### config.mk
export PLATFORM = sky130hd
export DESIGN_NAME = sprite_evaluator
export DESIGN_NICKNAME = d
export VERILOG_FILES = /design/src/rtl/sprite_evaluator.sv
export SDC_FILE = /design/constraint.sdc
export NUM_CORES = 1
export LEC_CHECK = 0
export CORE_ASPECT_RATIO = 1.4
export CORE_UTILIZATION = 47
export DETAILED_ROUTE_END_ITERATION = 16
export GPL_TIMING_DRIVEN = 0
export PLACE_DENSITY = 0.81
export SLEW_MARGIN = 15
export SYNTH_ARGS = -nofsm -noshare
export SYNTH_HDL_FRONTEND = slang
export SYNTH_SLANG_ARGS = --single-unit
### constraint.sdc
create_clock -name clk -period 3.5 [get_ports clk]
set_input_delay 0.35 -clock clk [delete_from_list [all_inputs] [get_ports clk]]
set_output_delay 0.35 -clock clk [all_outputs]
set_load 0.01 [all_outputs]
### src/rtl/sprite_evaluator.sv
// OAM scan for one scanline: copies up to MAX_SPRITES visible entries into the secondary buffer.
// Define SPRITE_VFLIP_EN to mirror the sprite row when OAM word bit 31 (vflip) is set.
module sprite_evaluator #(
    parameter int unsigned NUM_ENTRIES = 64,
    parameter int unsigned MAX_SPRITES = 8,
    parameter int unsigned SPRITE_H    = 16,
    parameter int unsigned Y_W         = 9
) (
    input  logic                               clk,
    input  logic                               reset,
    input  logic                               start,
    input  logic [Y_W-1:0]                     line,
    output logic                               busy,
    output logic                               done,
    output logic                               oam_re,
    output logic [$clog2(NUM_ENTRIES)-1:0]     oam_addr,
    input  logic [31:0]                        oam_rdata,
    output logic                               sec_we,
    output logic [$clog2(MAX_SPRITES)-1:0]     sec_addr,
    output logic [31:0]                        sec_data,
    output logic [$clog2(SPRITE_H)-1:0]        sec_row,
    output logic [$clog2(MAX_SPRITES+1)-1:0]   sprite_count,
    output logic                               overflow
);

    localparam int unsigned AW = $clog2(NUM_ENTRIES);
    localparam int unsigned SW = $clog2(MAX_SPRITES);
    localparam int unsigned RW = $clog2(SPRITE_H);
    localparam int unsigned CW = $clog2(MAX_SPRITES + 1);

    typedef enum logic [1:0] {StIdle, StScan, StDrain, StDone} state_e;

    state_e          state_q, state_d;
    logic [Y_W-1:0]  line_q, line_d;
    logic [AW-1:0]   addr_q, addr_d;
    logic            eval_q, eval_d;
    logic            sec_we_q, sec_we_d;
    logic [SW-1:0]   sec_addr_q, sec_addr_d;
    logic [31:0]     sec_data_q, sec_data_d;
    logic [RW-1:0]   sec_row_q, sec_row_d;
    logic [CW-1:0]   count_q, count_d;
    logic            ovf_q, ovf_d;

    logic [Y_W:0]    diff;
    logic            hit;
    logic            evaluate;
    logic [RW-1:0]   row;

`ifdef SPRITE_VFLIP_EN
    localparam logic [RW-1:0] RowMax = RW'(SPRITE_H - 1);
`endif

    always_comb begin
        // A borrow out of the Y_W+1-bit subtraction means the sprite starts below the line.
        diff = {1'b0, line_q} - {1'b0, oam_rdata[Y_W-1:0]};
        hit  = !diff[Y_W] && (diff[Y_W-1:0] < Y_W'(SPRITE_H));
`ifdef SPRITE_VFLIP_EN
        row  = oam_rdata[31] ? (RowMax - diff[RW-1:0]) : diff[RW-1:0];
`else
        row  = diff[RW-1:0];
`endif
        // Read data is only meaningful the cycle after a SCAN cycle, and never once terminated.
        evaluate = eval_q && ((state_q == StScan) || (state_q == StDrain));
    end

    always_comb begin
        state_d    = state_q;
        line_d     = line_q;
        addr_d     = addr_q;
        eval_d     = 1'b0;
        sec_we_d   = 1'b0;
        sec_addr_d = sec_addr_q;
        sec_data_d = sec_data_q;
        sec_row_d  = sec_row_q;
        count_d    = count_q;
        ovf_d      = ovf_q;

        case (state_q)
            StIdle: begin
                if (start) begin
                    state_d = StScan;
                    line_d  = line;
                    addr_d  = '0;
                    count_d = '0;
                    ovf_d   = 1'b0;
                end
            end
            StScan: begin
                addr_d = addr_q + AW'(1);
                eval_d = 1'b1;
                if (addr_q == AW'(NUM_ENTRIES - 1)) begin
                    state_d = StDrain;
                end
            end
            StDrain: state_d = StDone;
            StDone:  state_d = StIdle;
            default: state_d = StIdle;
        endcase

        if (evaluate && hit) begin
            if (count_q < CW'(MAX_SPRITES)) begin
                sec_we_d   = 1'b1;
                sec_addr_d = count_q[SW-1:0];
                sec_data_d = oam_rdata;
                sec_row_d  = row;
                count_d    = count_q + CW'(1);
            end else begin
                ovf_d   = 1'b1;
                state_d = StDone;
                eval_d  = 1'b0;
            end
        end
    end

    always_ff @(posedge clk or negedge reset) begin
        if (!reset) begin
            state_q    <= StIdle;
            line_q     <= '0;
            addr_q     <= '0;
            eval_q     <= 1'b0;
            sec_we_q   <= 1'b0;
            sec_addr_q <= '0;
            sec_data_q <= '0;
            sec_row_q  <= '0;
            count_q    <= '0;
            ovf_q      <= 1'b0;
        end else begin
            state_q    <= state_d;
            line_q     <= line_d;
            addr_q     <= addr_d;
            eval_q     <= eval_d;
            sec_we_q   <= sec_we_d;
            sec_addr_q <= sec_addr_d;
            sec_data_q <= sec_data_d;
            sec_row_q  <= sec_row_d;
            count_q    <= count_d;
            ovf_q      <= ovf_d;
        end
    end

    always_comb begin
        busy         = (state_q == StScan) || (state_q == StDrain);
        done         = (state_q == StDone);
        oam_re       = (state_q == StScan);
        oam_addr     = addr_q;
        sec_we       = sec_we_q;
        sec_addr     = sec_addr_q;
        sec_data     = sec_data_q;
        sec_row      = sec_row_q;
        sprite_count = count_q;
        overflow     = ovf_q;
    end

endmodule

==> results.cfg, run 1 <==
[cts]
clock_sinks = 63
cts_tree = built
root_buffer = clkbuf_8
htree_levels = 3
worstSkewPairLatency_ps = 340
post_cts_buffers = 0
cts_max_path_buffers = 2
cts_buffers = 9
path_clk_slew_ps = 70

[global_route]
grt_use_met3 = 0.0706
grt_pass1_wl_mm = 10.5
grt.total_usage = 0.195
grt-ovfl-total = 0
use_met1 = 0.217
grt_max_degree = 64
antenna_found_initial = 0
use_met2 = 0.334
grt.busiest_layer = met2
grt_pass1_vias = 2275

[setup_path]
worstSetupPathType = in -> reg
critPathTopFamily = simple AND/OR/NAND/NOR gates
r2r_slack_ps = 680
critPathLaunchType = input port
arrival_ps = 3110
r2r_start = line_q[0]$_DFFE_PN0P_
cp_num_buf_inv = 3
path_cells = clkdlybuf4s50_1 > inv_1 > ha_1 > nor2b_4 > o21a_1 > or4_4 > a221oi_2 > nand4_4 > buf_6 > mux2_4
cpPeakStageDelay_ps = 480
path_depth = 10
r2r_end = sec_data[12]$_DFFE_PN0P_
r2r_cells = 10
worstPathMaxFanout = 10
crit_slowest_cell = clkdlybuf4s50_1
worst_setup_path_startpoint = oam_rdata[2]
worstSetupEndpointType = flop
worstPathRequired_ps = 3720
endpoint = sec_data[12]$_DFFE_PN0P_

[power]
pwr-share-comb = 0.441
p_sw_w = 0.00109
p_seq_frac = 0.324
p_int_w = 0.00246
switching_share = 0.308
clockPowerShare = 0.235
powerDensity_mw_per_mm2 = 787
ir_worst_vdd_mv = 0.485
leakagePower_nw = 2.20

[flow_run]
cap_viol_max_count = 0

[synthesis]
netlist_instances = 241
netlist_area_mm2 = 0.00315
synth_edf_count = 0
synthesis.nets = 301
ys_types = 42
synth_area_per_cell_um2 = 13.1
ys_seq_area_frac = 0.501
synthFlopType = dfrtp_1
async_reset_ff_frac = 1.00
yosysWarnings = 0
ys_ff_latch = 63

[drt]
dr.pass1.iters = 11
routed_via_density = 5.23
via_count = 2238
drt-initial-drc-count = 101
drt-total-wl_mm = 6.57
wl_per_cell_um = 15.3
drc = 8
antenna_left = 0

[timing]
tightest_slew_ps = 542
fin_skew_ps = 7.80
fin_hold_ws_ps = 493
layout_setup_ws_ps = 611
final.setup.tns_ps = 0
max_clock_freq_mhz = 346
finalMaxSlewViolations = 0
post-route-min-period_ps = 2890
setup_viol = 0
period_share = 0.825
rsz0062_at_grt = false
max-slew-margin-rel = 0.635
hold_viol = 0

[layout]
final_nets = 411
diodes = 0
layoutNonFillerInstCount = 428
area_growth_pct = 43.4
drive_gt1_frac = 0.205
fin_util = 0.712

[placement]
dp.cells = 411
pre_cts_ws_ps = 246
gp_congestion = 0.774
dp_hpwl_mm = 4.90
portBuffers = 97

[die]
rows = 34
die_area_mm2 = 0.00703
core_mm2 = 0.00634
die_w_um = 71.2
io_pins = 98
dieHeight_um = 98.8
start_util = 0.497

[run_status]
violations = design-rule violations
status = finished with violations

[min_path]
hp-start = overflow$_DFF_PN0_
min_path_type = reg -> reg
registers in the layout, summed over array words and instances, names as in the netlist:
signal	cells
eval_q	1
line_q	9
oam_addr	6
overflow	1
sec_addr	3
sec_data	32
sec_row	4
sec_we	1
sprite_count	4
state_q	2
layer usage:
layer  vias to the layer above  routed length (um)
met5                         -                   0
met4                         0                  70
met3                         6                 425
met2                        69                3450
met1                      1091                2620
li1                       1072                   -
area by class of cell:
type                       instances  area, um^2
fill                             462        1830
sequential                        63        1580
multi-input combinational        152        1440
timing repair buffer              99        1010
clock inverter                     7         145
clock buffer                       9         124
tap                               72        90.1
inverter                          20        75.1
buffer                             6        52.6
cells in the final DEF, fill, tap and decap left out, types with 2 or more instances in the layout:
cell,count
clkdlybuf4s50_1,96
dfrtp_1,63
mux2_4,34
inv_1,20
ha_1,15
mux2_2,12
o21ai_0,11
nand2_1,11
nor2_1,9
clkbuf_8,9
a21oi_1,8
nand3_1,7
mux2i_1,6
xnor2_1,4
buf_6,4
bufinv_16,4
o21a_1,3
nand2b_1,3
xor2_1,2
nand4_1,2
clkbuf_1,2
a22o_1,2
clkinv_4,2
power groups by stage:
stage | registers, W | clock network, W | logic [W]
finish | 0.00115 | 0.000834 | 0.00157
global route | 0.00119 | 0.000887 | 0.00169
CTS | 0.00115 | 0.000849 | 0.00158
detailed placement | 0.00116 | 0 | 0.00156
global placement | 0.00115 | 0 | 0.00152
floorplan | 0.00124 | 0 | 0.000838
worst min-delay path by stage:
stage | endpoint | depth (start not counted)
global placement | overflow$_DFF_PN0_ | 2
global route | sec_data[13]$_DFFE_PN0P_ | 1
floorplan | eval_q$_DFF_PN0_ | 0
detailed placement | state_q[1]$_DFF_PN0_ | 2
finish | overflow$_DFF_PN0_ | 2
CTS | overflow$_DFF_PN0_ | 2
synthesized netlist by cell type, types with 2 or more instances:
| cell | n | area, um^2 |
|---|---|---|
| buf_6 | 4 | 45.0 |
| mux2i_1 | 6 | 60.1 |
| clkbuf_1 | 2 | 7.51 |
| ha_1 | 15 | 188 |
| o21ai_0 | 11 | 55.1 |
| nand3_1 | 7 | 35.0 |
| xnor2_1 | 4 | 35.0 |
| nand4_1 | 2 | 12.5 |
| nand2_1 | 11 | 41.3 |
| nand2b_1 | 3 | 18.8 |
| a22o_1 | 2 | 17.5 |
| mux2_2 | 12 | 135 |
| xor2_1 | 2 | 17.5 |
| dfrtp_1 | 63 | 1580 |
| inv_1 | 20 | 75.1 |
| nor2_1 | 9 | 33.8 |
| o21a_1 | 3 | 22.5 |
| mux2_4 | 34 | 510 |
| a21oi_1 | 8 | 40.0 |
through the flow:
step           area, um^2  total power, W
2_1_floorplan        3150         0.00208
3_3_place_gp         4210         0.00267
3_5_place_dp         4230         0.00273
4_1_cts              4510         0.00358
5_1_grt              4510         0.00376
6_report             4510         0.00355
worst reg2reg max path, cell delays in order (launching register included):
cell,delay (ps)
dfrtp_1,380
inv_1,70
ha_1,180
fa_1,270
nor2b_4,60
o21a_1,180
or4_4,430
a221oi_2,370
nand4_4,220
buf_6,230
mux2_4,310
cells by family after synthesis:
logic type	count (synthesis)	share of synthesized area
adder cells (fa/ha/maj)	16	0.0660
AND/OR/NAND/NOR	40	0.0692
AO/OA/AOI/OAI	38	0.0827
XOR/XNOR	6	0.0167
multiplexers	52	0.224
buffers and inverters	26	0.0405
flip-flops	63	0.501
repair_timing:
item | in CTS | in global routing
hold buffers | 1 | 0
endpoints found under the hold margin | 20 | 0
gates resized for setup | 0 | 0
endpoints found under the setup margin | 0 | 0
Note: power is estimated with default switching activity, not from simulation.
==> inputs of run 2 (changes only) <==
==> constraint.sdc (replaced) <==
create_clock -name clk -period 2.94 [get_ports clk]
set_input_delay 0.294 -clock clk [delete_from_list [all_inputs] [get_ports clk]]
set_output_delay 0.294 -clock clk [all_outputs]
set_load 0.01 [all_outputs]
==> run 2 against run 1 <==
- core utilization increased by 0.059 points
- first-iteration DRC count decreased by 18%
- design area about the same
- critical path type unchanged
- clock power increased by 19%
- combinational power increased by 19%
- the run still ends with design-rule violations left
==> results.cfg, run 2 (synthesized netlist as in run 1, its figures left out) <==
[global_route]
grt_pass1_wl_mm = 10.5
grt_max_degree = 64
antenna_found_initial = 0
grt.total_usage = 0.195
grt_pass1_vias = 2275
grt-ovfl-total = 0

[setup_path]
worstPathRequired_ps = 3160
r2r_slack_ps = 120
r2r_start = line_q[0]$_DFFE_PN0P_
worstPathMaxFanout = 10
path_depth = 10
cpPeakStageDelay_ps = 480
cp_num_buf_inv = 3
critPathLaunchType = input port
r2r_cells = 10
crit_slowest_cell = clkdlybuf4s50_1
arrival_ps = 3050
r2r_end = sec_data[12]$_DFFE_PN0P_
worstSetupPathType = in -> reg
path_cells = clkdlybuf4s50_1 > inv_1 > ha_1 > nor2b_4 > o21a_1 > or4_4 > a221oi_2 > nand4_4 > buf_6 > mux2_4
worstSetupEndpointType = flop
critPathTopFamily = simple AND/OR/NAND/NOR gates
worst_setup_path_startpoint = oam_rdata[2]

[drt]
wl_met2_mm = 3.44
antenna_left = 0
routed_via_density = 5.25
drc = 8
top_layer = met4
wl_per_cell_um = 15.3
dr.pass1.iters = 11
dr_wl_met3_um = 447
met1_length_mm = 2.60
drt-total-wl_mm = 6.55
drt-initial-drc-count = 83
via_count = 2248

[placement]
gp_congestion = 0.774
dp.cells = 411
dp_hpwl_mm = 4.90
portBuffers = 97

[timing]
fin_skew_ps = 6.82
period_share = 0.963
hold_viol = 0
max_clock_freq_mhz = 353
final.setup.tns_ps = 0
max-slew-margin-rel = 0.634
post-route-min-period_ps = 2830
finalMaxSlewViolations = 0
rsz0062_at_grt = false
setup_viol = 0
tightest_slew_ps = 544

[cts]
path_clk_slew_ps = 70
worstSkewPairLatency_ps = 340
htree_levels = 3
clock_sinks = 63
cts_tree = built
cts_max_path_buffers = 2
cts_buffers = 9
root_buffer = clkbuf_8

[layout]
final_cell_mix = clkdlybuf4s50_1 (96), dfrtp_1 (63), mux2_4 (34), inv_1 (20), ha_1 (15)
diodes = 0
final_common_cell = clkdlybuf4s50_1
final_nets = 411
area_growth_pct = 43.5
largest_reg_flops = 32
layoutNonFillerInstCount = 428
drive_gt1_frac = 0.208

[die]
rows = 34
start_util = 0.497
core_mm2 = 0.00634
die_area_mm2 = 0.00703
io_pins = 98
dieHeight_um = 98.8
die_w_um = 71.2

[flow_run]
cap_viol_max_count = 0

[run_status]
status = finished with violations
violations = design-rule violations

[power]
powerDensity_mw_per_mm2 = 937
ir_worst_vdd_mv = 0.577
leakagePower_nw = 2.20

[min_path]
min_path_type = in -> async
[run 2: cell counts in the layout (fill, tap and decap cells not counted)]
Identical to the previous run, type by type.
[run 2: power breakdown]
| part | switching [W] | internal [W] | total, W | leakage [nW] |
|---|---|---|---|---|
| clock network | 0.000340 | 0.000651 | 0.000992 | 0.130 |
| registers | 0.000191 | 0.00118 | 0.00137 | 0.833 |
| logic | 0.000773 | 0.00110 | 0.00187 | 1.24 |
[run 2: area by class of cell]
cell class	count	area [um^2]
tap	72	90.1
inverter	20	75.1
multi-input combinational	152	1450
sequential	63	1580
clock inverter	7	145
clock buffer	9	124
buffer	6	52.6
fill	460	1820
timing repair buffer	99	1010
[run 2: layer usage]
metal / up-vias / track usage
met5: - / 0
met4: 0 / 0.0831
met3: 6 / 0.0706
met2: 77 / 0.334
met1: 1094 / 0.217
li1: 1071 / -
[run 2: stage by stage]
step | power (W) | hold WS (ps) | util | setup slack, ps | instance area [um^2]
floorplan | 0.00247 | -1.59 | - | 365 | 3150
global placement | 0.00317 | 483 | 0.664 | -423 | 4210
detailed placement | 0.00325 | 315 | 0.668 | -258 | 4230
CTS | 0.00426 | 486 | 0.712 | 102 | 4510
global route | 0.00448 | 512 | 0.713 | 1.56 | 4520
finish | 0.00423 | 485 | 0.713 | 109 | 4520
[run 2: worst max-delay path by stage]
stage                                          end
final                     sec_data[12]$_DFFE_PN0P_
after CTS                 sec_data[12]$_DFFE_PN0P_
after global placement    sec_data[27]$_DFFE_PN0P_
after global routing      sec_data[10]$_DFFE_PN0P_
after detailed placement  sec_data[27]$_DFFE_PN0P_
after floorplan            sec_addr[2]$_DFFE_PN0P_
[run 2: worst register-to-register path, cell delays in order, from the launching register on]
cell      delay, ps
dfrtp_1         380
inv_1            70
ha_1            180
fa_1            270
nor2b_4          60
o21a_1          180
or4_4           430
a221oi_2        370
nand4_4         220
buf_6           230
mux2_4          310
[run 2: repair_timing]
item,4_1_cts,5_1_grt
hold endpoints to repair,63,0
hold buffers,1,0
setup endpoints to repair,0,34
buffers inserted,0,0
gates resized for setup,0,1
